$ cat config.mk
export PLATFORM = sky130hd
export DESIGN_NAME = lsu_bram_port
export DESIGN_NICKNAME = d
export VERILOG_FILES = /design/src/rtl/lsu_bram_port.sv
export SDC_FILE = /design/constraint.sdc
export NUM_CORES = 1
export LEC_CHECK = 0
export BUFFER_PORTS_ARGS = -buffer_cell sky130_fd_sc_hd__buf_2
export CORE_ASPECT_RATIO = 0.6
export CORE_MARGIN = 1.5
export CORE_UTILIZATION = 36
export DETAILED_ROUTE_END_ITERATION = 10
export PLACE_DENSITY = 0.82
export SLEW_MARGIN = 20
export SYNTH_ARGS = -nofsm -noshare
export SYNTH_HDL_FRONTEND = slang
export SYNTH_SLANG_ARGS = --single-unit
$ cat constraint.sdc
create_clock -name clk -period 2.1 [get_ports clk]
set_input_delay 0.21 -clock clk [delete_from_list [all_inputs] [get_ports clk]]
set_output_delay 0.21 -clock clk [all_outputs]
set_load 0.005 [all_outputs]
$ cat src/rtl/lsu_bram_port.sv
// rtl/lsu_bram_port.sv - load/store front end for one byte-enabled data BRAM port
// Issues aligned BRAM accesses and returns extended load data over a valid/ready response.
module lsu_bram_port #(
  parameter int ADDR_WIDTH = 10,
  parameter int COL_WIDTH  = 8,
  parameter int NB_COL     = 4
) (
  input  logic                          clk,
  input  logic                          reset_n,
  input  logic                          req_valid,
  output logic                          req_ready,
  input  logic                          req_we,
  input  logic [1:0]                    req_size,
  input  logic                          req_unsigned,
  input  logic [ADDR_WIDTH+1:0]         req_addr,
  input  logic [COL_WIDTH*NB_COL-1:0]   req_wdata,
  output logic                          rsp_valid,
  input  logic                          rsp_ready,
  output logic [COL_WIDTH*NB_COL-1:0]   rsp_rdata,
  output logic                          rsp_err,
  output logic                          mem_en,
  output logic [NB_COL-1:0]             mem_we,
  output logic [ADDR_WIDTH-1:0]         mem_addr,
  output logic [COL_WIDTH*NB_COL-1:0]   mem_wdata,
  input  logic [COL_WIDTH*NB_COL-1:0]   mem_rdata
);

  logic       rsp_valid_q, rsp_valid_d;
  logic       is_load_q, is_load_d;
  logic       err_q, err_d;
  logic [1:0] size_q, size_d;
  logic       unsigned_q, unsigned_d;
  logic [1:0] offset_q, offset_d;

  logic        misaligned;
  logic        fire;
  logic [3:0]  lanes;
  logic [31:0] wdata_rep;
  logic [7:0]  lane_byte;
  logic [15:0] lane_half;
  logic [31:0] load_data;

  always_comb begin
    misaligned = (req_size == 2'd3) ||
                 (req_size == 2'd1 && req_addr[0]) ||
                 (req_size == 2'd2 && req_addr[1:0] != 2'b00);
    req_ready  = !rsp_valid_q || rsp_ready;
    fire       = req_valid && req_ready;

    lanes     = 4'b1111;
    wdata_rep = req_wdata;
    case (req_size)
      2'd0: begin
        lanes     = 4'b0001 << req_addr[1:0];
        wdata_rep = {4{req_wdata[7:0]}};
      end
      2'd1: begin
        lanes     = 4'b0011 << req_addr[1:0];
        wdata_rep = {2{req_wdata[15:0]}};
      end
      default: begin
        lanes     = 4'b1111;
        wdata_rep = req_wdata;
      end
    endcase

    mem_en    = fire && !misaligned;
    mem_we    = (fire && !misaligned && req_we) ? lanes : 4'b0000;
    mem_addr  = req_addr[ADDR_WIDTH+1:2];
    mem_wdata = wdata_rep;
  end

  always_comb begin
    rsp_valid_d = rsp_valid_q;
    is_load_d   = is_load_q;
    err_d       = err_q;
    size_d      = size_q;
    unsigned_d  = unsigned_q;
    offset_d    = offset_q;
    if (fire) begin
      rsp_valid_d = 1'b1;
      is_load_d   = !req_we;
      err_d       = misaligned;
      size_d      = req_size;
      unsigned_d  = req_unsigned;
      offset_d    = req_addr[1:0];
    end else if (rsp_ready) begin
      rsp_valid_d = 1'b0;
    end
  end

  always_ff @(posedge clk or negedge reset_n) begin
    if (!reset_n) begin
      rsp_valid_q <= 1'b0;
      is_load_q   <= 1'b0;
      err_q       <= 1'b0;
      size_q      <= 2'd0;
      unsigned_q  <= 1'b0;
      offset_q    <= 2'd0;
    end else begin
      rsp_valid_q <= rsp_valid_d;
      is_load_q   <= is_load_d;
      err_q       <= err_d;
      size_q      <= size_d;
      unsigned_q  <= unsigned_d;
      offset_q    <= offset_d;
    end
  end

  // No data register: a stalled response relies on the BRAM holding its output while mem_en=0.
  always_comb begin
    case (offset_q)
      2'd0:    lane_byte = mem_rdata[7:0];
      2'd1:    lane_byte = mem_rdata[15:8];
      2'd2:    lane_byte = mem_rdata[23:16];
      default: lane_byte = mem_rdata[31:24];
    endcase
    lane_half = offset_q[1] ? mem_rdata[31:16] : mem_rdata[15:0];

    case (size_q)
      2'd0:    load_data = {{24{lane_byte[7] && !unsigned_q}}, lane_byte};
      2'd1:    load_data = {{16{lane_half[15] && !unsigned_q}}, lane_half};
      default: load_data = mem_rdata;
    endcase

    rsp_valid = rsp_valid_q;
    rsp_err   = rsp_valid_q && err_q;
    rsp_rdata = (rsp_valid_q && is_load_q && !err_q) ? load_data : 32'd0;
  end

endmodule
==> results of run 1 <==
## placed cells by master, fill, tap and decap left out, drive strengths merged
master	instances
o21ai	34
nand3b	7
and3	1
nor3	3
nand2	50
and2	2
a211oi	3
nor2	6
clkbuf	3
o2111ai	2
or3	1
buf	153
xor2	1
mux2i	10
nand2b	3
and3b	1
a21oi	18
nand3	1
a21boi	1
inv	4
a22oi	1
nor2b	1
dlygate4sd3	1
mux2	30
o22ai	1
or2b	1
a2111oi	1
dfrtp	8
or2	1
## worst max path at each step
stage / from / to / slack (ns)
after floorplan: offset_q[1]$_DFFE_PN0P_ / rsp_rdata[20] / 0.53
after global placement: offset_q[0]$_DFFE_PN0P_ / rsp_rdata[8] / 0.26
after detailed placement: offset_q[0]$_DFFE_PN0P_ / rsp_rdata[9] / 0.20
after CTS: offset_q[1]$_DFFE_PN0P_ / rsp_rdata[22] / 0.01
after global routing: offset_q[0]$_DFFE_PN0P_ / rsp_rdata[30] / 0.009
final: offset_q[1]$_DFFE_PN0P_ / rsp_rdata[22] / 0.09
## per-layer routing
layer,up-vias,global-route usage [%],routed length [µm]
met5,-,0,0
met4,0,3.65,11
met3,2,4.37,415
met2,69,31.1,2450
met1,965,29.2,2480
li1,1028,-,-
## where the power goes
part / internal (mW) / leakage, nW / switching [mW] / total, mW
sequential: 0.176 / 0.0917 / 0.0260 / 0.202
clock: 0.124 / 0.0216 / 0.0610 / 0.185
combinational: 0.305 / 1.18 / 0.326 / 0.631
## cells by family (layout without fill, tap and decap cells)
family,after synthesis,in the layout,share of synthesized area [%]
xor gates and xnor gates,1,1,0.551
DFF,8,8,12.6
buffers and inverters,38,161,14.4
and+or+nand+nor,78,78,22.7
AOI/OAI and AO/OA,60,61,22.2
muxes,40,40,27.6
## registers in the layout, summed over array words and instances, names as in the netlist
name	cells
offset_q	2
size_q	2
err_q	1
is_load_q	1
rsp_valid	1
unsigned_q	1
## worst register-to-register path, delay by kind of cell, from the launching register on
family / cells / cell delay, ns
AND/OR/NAND/NOR: 2 / 0.40
flip-flops: 1 / 0.37
multiplexers: 1 / 0.38
## area by class of cell
class / count / area share, %
Clock buffer: 3 / 1.77
Inverter: 4 / 0.643
Multi-Input combinational cell: 180 / 51.4
Sequential cell: 8 / 8.58
Tap cell: 60 / 3.22
Timing Repair Buffer: 154 / 34.4
## repair_timing
item | CTS | global route
resized for setup | 1 | 6
gates cloned | 0 | 1
hold buffers | 1 | 0
endpoints found under the setup margin | 7 | 22
pin swaps | 1 | 3
endpoints found under the hold margin | 8 | 0
buffers inserted | 0 | 2
==> metrics, run 1 <==
CTS Sinks=8; Unique masters post-synth=32; final setup fails=0; share of layout cells above drive strength 1=55.6%; Ports=166; Worst Path Class, Setup=register to output port; Mapped Nets=309; clk buf depth=2; ys flop type=dfrtp_1; DIE HEIGHT=54.5 µm; slowest CP cell=dfrtp_1; Max Slew Vio Count=0; Worst R2R Start=rsp_valid$_DFFE_PN0P_; Final nets=435; Clock Skews=0.000285 ns; cells on worst reg2reg path=3; YS warnings=0; root buffer cell=clkbuf_8; leakage=1.29 nW; Hold Path Class=primary input to register; starting DRC count in detailed routing=122; GR Overflow Total=0; most frequent cells after synthesis=nand2_1 (50), o21ai_0 (34), mux2_2 (30), buf_4 (19), a21oi_1 (18); area occupied by multi-input gates=0.00120 mm²; synth top area cells=mux2_2 (21%), dfrtp_1 (13%), nand2_1 (12%); mapped cell area=0.00159 mm²; fmax=498 MHz; number of port buffers=145; biggest area consumer among synthesized cells=mux2_2; worst hold start=req_valid; pre-CTS setup slack=0.202 ns; CTS clock-pin slew for the worst setup and hold paths=0.04 ns; first-pass GRT wire length=7600 µm; vias per cell=5.05; Critical Path, Cell by Cell=buf_8 -> or2_4 -> o22ai_4 -> o2111ai_4 -> nand2_1 -> buf_2; top cell type's share of synthesized area=21.3%; CTS H-tree lvls=1; FF/Latch Area=200 µm²; total power=1.02 mW; CP Max Fanout=8; Crit Reg-Reg Endpoint=err_q$_DFFE_PN0P_; Syn Area/Cell=7.06 µm²; number of synthesized flops with an enable pin=0; die width=88.8 µm; vias in the first global route=1619; GRT Total Usage=20.2%; number of buffers created by CTS=3; crit path buf inv count=2; number of fill cells=413; routed length per instance=13.1 µm; CP Capture Type=output port; async set-reset flop share out of synthesis=100%; setup_tns=0 ns; WL final=5360 µm; CP peak stage delay=0.42 ns; placed insts=402; cell count after synthesis=225; design area=0.00233 mm²; drt pass-1 iters=4; cell with the most instances after synthesis=nand2_1; Post-DP Area=0.00222 mm²; Area Growth Syn to Fin=46.9%; Rel. slew slack=63.7%; largest net degree at the start of global routing=22; Reg2Reg Setup Slack=0.83 ns; Worst EP arrival=1.80 ns; post-route insts no fill=409; CP Launch Type=register; number of remaining DRC errors=0; Hold WS=0.202 ns; delay-heaviest family, CP=compound AO/OA/AOI/OAI gates; GP Congestion=0.892; P per Cell Area=436 mW/mm²; WHS Endpoint=rsp_valid$_DFFE_PN0P_; RSZ-0062 raised after global routing=no; final core utilization=56.0%; maximum VDD drop=0.000329 V; via total after detailed routing=2064; Max-Cap Viols=0; final hold viol count=0; Antenna Cells=0; Critical Path RT=1.89 ns; Seq/Total Area, Yosys=12.6%; post-layout min period=2.01 ns; Slew @ Worst Pin=0.545 ns; Site Rows=18; worst skew pair latency=0.23 ns; setup slack after layout=0.0932 ns; WHS Path Cells=2; outcome=complete, no violations; CTS tree=built; Core ar.=0.00417 mm²; Routed Antenna Nets=0; part of the cycle the worst path needs=95.6%; effective utilization at floorplan=38.1%; initial antenna violation count=0; critical path depth=6; hpwl dp=4370 µm; #FFs+latches synth=8; die area=0.00483 mm²
Note: power is estimated with default switching activity, not from simulation.
==> inputs of run 2 (changes only) <==
--- a/config.mk
+++ b/config.mk
@@ -5,6 +5,7 @@
 export SDC_FILE = /design/constraint.sdc
 export NUM_CORES = 1
 export LEC_CHECK = 0
+export ABC_CLOCK_PERIOD_IN_PS = 2100
 export BUFFER_PORTS_ARGS = -buffer_cell sky130_fd_sc_hd__buf_2
 export CORE_ASPECT_RATIO = 0.6
 export CORE_MARGIN = 1.5
==> constraint.sdc (replaced) <==
create_clock -name clk -period 2.1 [get_ports clk]
set_input_delay 0.21 -clock clk [delete_from_list [all_inputs] [get_ports clk]]
set_output_delay 0.21 -clock clk [all_outputs]
set_load 0.02 [all_outputs]
==> run 2 against run 1 <==
Register-to-register slack about the same. Maximum frequency down 1.3%. Non-clock buffer count unchanged. Utilization down 0.21 points. Clock skew up 0.0023 ns. Sequential share of layout area about the same. Sequential cell count unchanged. Via count down 1.6%. Critical path depth unchanged. Global-route usage about the same.
==> metrics, run 2 (synthesized netlist as in run 1, its figures left out) <==
fmax=492 MHz (-1.3%); Reg2Reg Setup Slack=0.84 ns (about the same); CTS clock-pin slew for the worst setup and hold paths=0.04 ns (about the same); CP Capture Type=output port; most common cell after layout, fill and taps aside=buf_2; vias in the first global route=1564 (-3.4%); vias per cell=4.98 (-1.4%); Rel. slew slack=61.4% (-2.2 points); placed insts=403 (+0.25%); WL final=5330 µm (-0.50%); clk buf depth=2 (unchanged); Hold WS=0.216 ns (+0.0138 ns); worst skew pair latency=0.23 ns (about the same); CTS Sinks=8 (unchanged); outcome=complete, no violations; Max-Cap Viols=0 (unchanged); root buffer cell=clkbuf_8; maximum VDD drop=0.000401 V (+22%); DIE HEIGHT=54.5 µm (unchanged); Hold Path Class=primary input to register; first-pass GRT wire length=7500 µm (-1.3%); die area=0.00483 mm² (unchanged); via total after detailed routing=2031 (-1.6%); number of port buffers=145 (unchanged); Area Growth Syn to Fin=46.3%; initial antenna violation count=0 (unchanged); GRT Total Usage=20.2% (-0.026 points); Antenna Cells=0 (unchanged); routed length per instance=13.1 µm (-0.26%); Worst Path Class, Setup=register to output port; hpwl dp=4390 µm (+0.48%); Slew @ Worst Pin=0.579 ns (+0.0337 ns); CP Max Fanout=16 (+8); Clock Skews=0.00260 ns (+0.00231 ns); CTS tree=built; P per Cell Area=491 mW/mm² (+13%); Worst EP arrival=1.82 ns (+0.02 ns); Max Slew Vio Count=0 (unchanged); Crit Reg-Reg Endpoint=err_q$_DFFE_PN0P_; number of remaining DRC errors=0 (unchanged); CTS H-tree lvls=1 (unchanged); Final nets=434 (-0.23%); CP Launch Type=register; part of the cycle the worst path needs=96.8% (+1.2 points); Site Rows=18 (unchanged); largest net degree at the start of global routing=23 (+4.5%); total power=1.14 mW (+12%); starting DRC count in detailed routing=152 (+25%); final setup fails=0 (unchanged); post-route insts no fill=408 (-0.24%); setup slack after layout=0.0677 ns (-0.0255 ns); drt pass-1 iters=5 (+1); pre-CTS setup slack=0.157 ns (-0.0451 ns); die width=88.8 µm (unchanged); final hold viol count=0 (unchanged); Worst R2R Start=rsp_valid$_DFFE_PN0P_; number of buffers created by CTS=3 (unchanged); largest registers=offset_q: 2 flops, size_q: 2 flops; Ports=166 (unchanged); Critical Path RT=1.89 ns (about the same); GR Overflow Total=0 (unchanged); GP Congestion=0.907 (+1.7%); Core ar.=0.00417 mm² (unchanged); effective utilization at floorplan=38.1% (unchanged); most frequent cells in the layout=buf_2 (143), nand2_1 (50), o21ai_0 (34), mux2_2 (30), a21oi_1 (16); WHS Endpoint=unsigned_q$_DFFE_PN0P_; worst hold start=req_unsigned; Routed Antenna Nets=0 (unchanged); post-layout min period=2.03 ns (+0.0255 ns); share of layout cells above drive strength 1=55.7% (+0.16 points); cells on worst reg2reg path=3 (unchanged); leakage=1.29 nW (+0.14%); WHS Path Cells=2 (unchanged)
[run 2: cell types whose count changed in the layout (fill, tap and decap cells not counted)]
cell       before  now
buf_2         145  143
mux2i_1        10    8
mux2i_2         0    2
a2111oi_0       1    0
a2111oi_1       0    1
and3_1          0    1
and3_4          1    0
buf_12          0    1
buf_4           7    8
buf_6           0    1
buf_8           1    0
o2111ai_4       2    1
[run 2: routing by layer]
metal,vias up,routed length (µm),part of all wire (%),global-route usage (%)
met5,-,0,0,0
met4,0,50,0.94,3.65
met3,7,440,8.3,4.07
met2,85,2450,46,30.3
met1,924,2390,45,29.8
li1,1015,-,-,-
[run 2: layout make-up]
class | instances | area (µm²)
fillers | 389 | 1840
multi-input cells | 179 | 1180
repair buffers | 154 | 817
flip-flops and latches | 8 | 200
well taps | 60 | 75.1
clock buffers | 3 | 41.3
inverters | 4 | 15.0
[run 2: stage by stage]
step / setup TNS, ns / cell area (µm²) / util [%]
final: 0 / 2320 / 55.8
after global routing: -0.0145 / 2320 / 55.8
after CTS: 0 / 2300 / 55.3
after detailed placement: 0 / 2230 / 53.5
after global placement: 0 / 2230 / 53.5
after floorplan: 0 / 1590 / -
[run 2: where the power goes]
part / total [mW] / leakage [nW] / internal [mW] / switching (mW)
combinational: 0.757 / 1.18 / 0.306 / 0.451
clock: 0.181 / 0.0216 / 0.124 / 0.0576
sequential: 0.204 / 0.0917 / 0.176 / 0.0272
[run 2: what timing repair did]
item,in CTS,in global routing
cloned,0,0
pin swaps,1,0
endpoints found under the hold margin,8,0
setup buffers,1,0
resized for setup,1,6
hold buffers,1,0
endpoints found under the setup margin,23,24
[run 2: worst max-delay path, stage by stage, from the launching register on]
cell       delay (ns)
dfrtp_1          0.37
mux2_2           0.34
and3_1           0.22
o2111ai_4        0.23
buf_12           0.17
nand2_1          0.08
buf_4            0.17
[run 2: worst max-delay path by stage]
stage                                        from            end  slack [ns]  cells after the start
after floorplan             rsp_valid$_DFFE_PN0P_      mem_we[0]        0.18                      3
after global routing      offset_q[1]$_DFFE_PN0P_  rsp_rdata[21]       -0.01                      6
after global placement    offset_q[0]$_DFFE_PN0P_   rsp_rdata[8]        0.22                      5
after detailed placement  offset_q[0]$_DFFE_PN0P_  rsp_rdata[11]        0.16                      5
after CTS                 offset_q[0]$_DFFE_PN0P_  rsp_rdata[11]        0.08                      5
final                     offset_q[1]$_DFFE_PN0P_  rsp_rdata[21]        0.07                      6
